==> config.mk <==
export PLATFORM = sky130hd
export DESIGN_NAME = blinking_display
export DESIGN_NICKNAME = d
export VERILOG_FILES = /design/src/rtl/blinking_display.sv
export SDC_FILE = /design/constraint.sdc
export NUM_CORES = 1
export LEC_CHECK = 0
export CORE_AREA = 2 2 39 41
export CTS_CLUSTER_SIZE = 24
export DETAILED_ROUTE_END_ITERATION = 7
export DIE_AREA = 0 0 41 43
export SETUP_SLACK_MARGIN = 0.05
export SKIP_LAST_GASP = 1
export SLEW_MARGIN = 20
export SYNTH_ARGS = -nofsm -noshare
export SYNTH_HDL_FRONTEND = slang
export SYNTH_SLANG_ARGS = --single-unit
==> constraint.sdc <==
create_clock -name clk -period 0.8 [get_ports clk]
set_input_delay 0.16 -clock clk [delete_from_list [all_inputs] [get_ports clk]]
set_output_delay 0.16 -clock clk [all_outputs]
set_load 0.02 [all_outputs]
==> src/rtl/blinking_display.sv <==
// blinking_display
// Blink gate for an active-low anode bus. When blink is high, every anode is
// forced high (all digits dark) during alternate half-cycles of a slow,
// asynchronous clk_1hz timebase. When blink is low, anode_in passes straight
// through. clk_1hz is synchronised into clk. blink_state is toggled on each
// synchronised rising edge of clk_1hz, so the visible and blank phases each
// last one full clk_1hz period.

module blinking_display #(
    parameter int unsigned WIDTH       = 4,
    parameter int unsigned SYNC_STAGES = 2
) (
    input  logic             clk,
    input  logic             rst_n,
    input  logic [WIDTH-1:0] anode_in,
    input  logic             blink,
    input  logic             clk_1hz,
    output logic [WIDTH-1:0] anode_out
);

    // Synchroniser chain. Bit 0 samples the asynchronous input, and the top
    // bit is the safe synchronised level.
    logic [SYNC_STAGES-1:0] r_sync;
    // Previous synchronised level, used for rising-edge detection.
    logic                   r_tick_d;
    // Blink phase. The name is kept unprefixed so that it can be observed
    // hierarchically as blink_state.
    logic                   blink_state;

    logic                   w_tick_s;
    logic                   w_rise;

    assign w_tick_s = r_sync[SYNC_STAGES-1];
    assign w_rise   = w_tick_s & ~r_tick_d;

    // Shift the asynchronous clk_1hz level through the synchroniser flops.
    always_ff @(posedge clk or negedge rst_n) begin
        if (!rst_n) begin
            r_sync <= '0;
        end else begin
            r_sync <= {r_sync[SYNC_STAGES-2:0], clk_1hz};
        end
    end

    // Remember the last synchronised level so that edges can be detected.
    always_ff @(posedge clk or negedge rst_n) begin
        if (!rst_n) begin
            r_tick_d <= 1'b0;
        end else begin
            r_tick_d <= w_tick_s;
        end
    end

    // Toggle the blink phase on each rising edge of the timebase.
    // This runs whether or not blink is set, so the phase stays locked to the timebase.
    always_ff @(posedge clk or negedge rst_n) begin
        if (!rst_n) begin
            blink_state <= 1'b0;
        end else if (w_rise) begin
            blink_state <= ~blink_state;
        end
    end

    // Blank every digit in the blink phase. Otherwise pass anode_in through with no latency.
    always_comb begin
        anode_out = anode_in;
        if (blink && blink_state) begin
            anode_out = '1;
        end
    end

endmodule

==> run metrics <==
status finished with violations; failing checks negative setup slack; iteration count of the initial detailed-routing pass 1; Clock Skew 0.005130 ns; cell area after placement 334.1 um2; r2r worst-path depth 3; # fillers 151; max_cap viols 0; CTS root buf clkbuf_4; core area 0.001384 mm2; later-pin clock latency in the skew report 0.24 ns; drt wl/cell 9.302 um; residual DRC count 0; total gr overflow 0; H-tree depth 1; Die X 41 um; IO buf count 11; cell leakage power 0.1825 nW; post-route setup slack -0.3310 ns; WP data required 0.64 ns; Mapped Cells 11; Iter 0 DRT Violations 0; Tcrit/Tclk final 141.4%; f_max 884.2 MHz; Synth Net Count 19; All-Layer GR Usage 7.273%; routed vias around 150; die area ~0.0018 mm2; synth warn 0; layout cell share with drive strength beyond 1 59.26%; clk slew on worst S/H paths 0.04 ns; Synth Cell Area 161.4 um2; Initial Util 11.66%; count of cell types in the netlist 5; Yosys reg bits 4; Worst setup SP type input pin; Util after Layout 26.94%; placed cells 39; cell row count 14; nets@finish 37; crit path kind in -> out; TritonCTS Buffers 3; via/cell ratio around 3.4; clock sinks 4; PD cells ~2600 mW/mm2; Final setup viols 5; top-area cell type share of the netlist area around 62%; Worst-Margin Slew 0.1770 ns; clock tree buffer depth 2; Critical Path End Type primary output; gpl congestion just over 0.6; Tmin final 1.131 ns; Die Height 43 um; hold violation total from the final report 0; vias in the first global route 160; ANT cells 0; Crit Path Max Fanout 4; register-to-register setup slack -0.09 ns; Final Max Slew Viols 0; peak supply drop ~0.86 mV; Post-DRT Antenna Nets 0; Layout Cells excl Fill 43; r2r endpoint blink_state$_DFFE_PN0P_; first-pass GRT wire length 669 um; initial antenna violation count 0; largest net degree at the start of global routing 5; max_slew headroom 88.16%; largest area contributor in the netlist dfrtp_1; Post-CTS Hold Buffers 0; Mean Syn Cell Area 14.67 um2; finished layout cell area roughly 370 um2; sequential cell area fraction in the yosys report just over 60%; io pins 12; Hold Crit Class in -> async; origin of the critical flop-to-flop path blink_state$_DFFE_PN0P_; CTS tree yes; Arr. time, crit path slightly below 1 ns; RSZ-0062 raised after global routing true; top cells by area, synth dfrtp_1, nand2b_1, xnor2_2; Area Growth Syn to Fin 131.0%; Routed WL 400 um
[stage by stage]
stage                     hold WS [ns]  power, mW  TNS (ns)  setup WS [ns]
final                           0.1205     0.9542    -1.394        -0.3310
after global routing            0.1225      1.008    -1.524        -0.3626
after CTS                       0.1180     0.9168    -1.389        -0.3534
after detailed placement        0.3419     0.6290    -3.251        -0.8265
after global placement          0.3358     0.6289    -3.223        -0.8080
after floorplan                -0.1356     0.4701         0        0.01056
[worst max path at each step]
stage,start,end,slack (ns),cells after the start
after floorplan,blink_state$_DFFE_PN0P_,anode_out[0],0.01,2
after global placement,blink,anode_out[0],-0.81,4
after detailed placement,blink,anode_out[0],-0.83,4
after CTS,blink_state$_DFFE_PN0P_,anode_out[0],-0.35,3
after global routing,blink_state$_DFFE_PN0P_,anode_out[0],-0.36,3
final,blink,anode_out[0],-0.33,4
[power breakdown]
| group | switching, mW | internal (mW) | leakage [nW] |
|---|---|---|---|
| Clock | 0.0846 | 0.168 | 0.0138 |
| Combinational | 0.173 | 0.260 | 0.122 |
| Sequential | 0.0316 | 0.238 | 0.0466 |
| Total | 0.289 | 0.665 | 0.182 |
[cell families after synthesis]
family / after synthesis / synth area share (%)
and+or+nand+nor: 6 / 27.90
xor gates and xnor gates: 1 / 10.08
DFF: 4 / 62.02
[what timing repair did]
item                                   CTS  global route
endpoints found under the hold margin    0             0
setup endpoints to repair                5             5
resized for setup                       24             1
setup buffers                            0             1
pin swaps                                1             1
[sequential cells by signal, indices dropped and copies added, names as in the netlist]
name / cells
blink_state: 1
r_sync: 2
r_tick_d: 1
[metal layers]
metal  vias to the layer above  track usage, %  part of all wire, %
met1                        62           5.902                   32
met4                         0           8.000                  4.8
met2                        15           8.125                   47
met3                         5           8.377                   17
li1                         66               -                    -
met5                         -               0                    0
[worst max-delay path, cell delays in order]
cell	delay [ns]
clkdlybuf4s50_1	0.51
nand2_4	0.11
nand2b_4	0.09
buf_6	0.11
[placed cells by master, fill, tap and decap left out]
cell / instances
buf_4: 1
buf_6: 5
clkbuf_4: 3
clkdlybuf4s50_1: 7
dfrtp_1: 4
nand2_4: 1
nand2b_4: 5
xnor2_2: 1
[Yosys cell counts (all sizes together)]
cell type and instances:
nand2 1, dfrtp 4, xnor2 1, nand2b 5
[layout make-up]
class	instances	area [um2]	area share, %
timing repair buffer	13	133.9	35.91
clock buffer	3	22.52	6.040
multi-input combinational	7	96.34	25.84
sequential	4	100.1	26.85
tap	16	20.02	5.369
No activity file was read; power rests on OpenSTA's default activity.
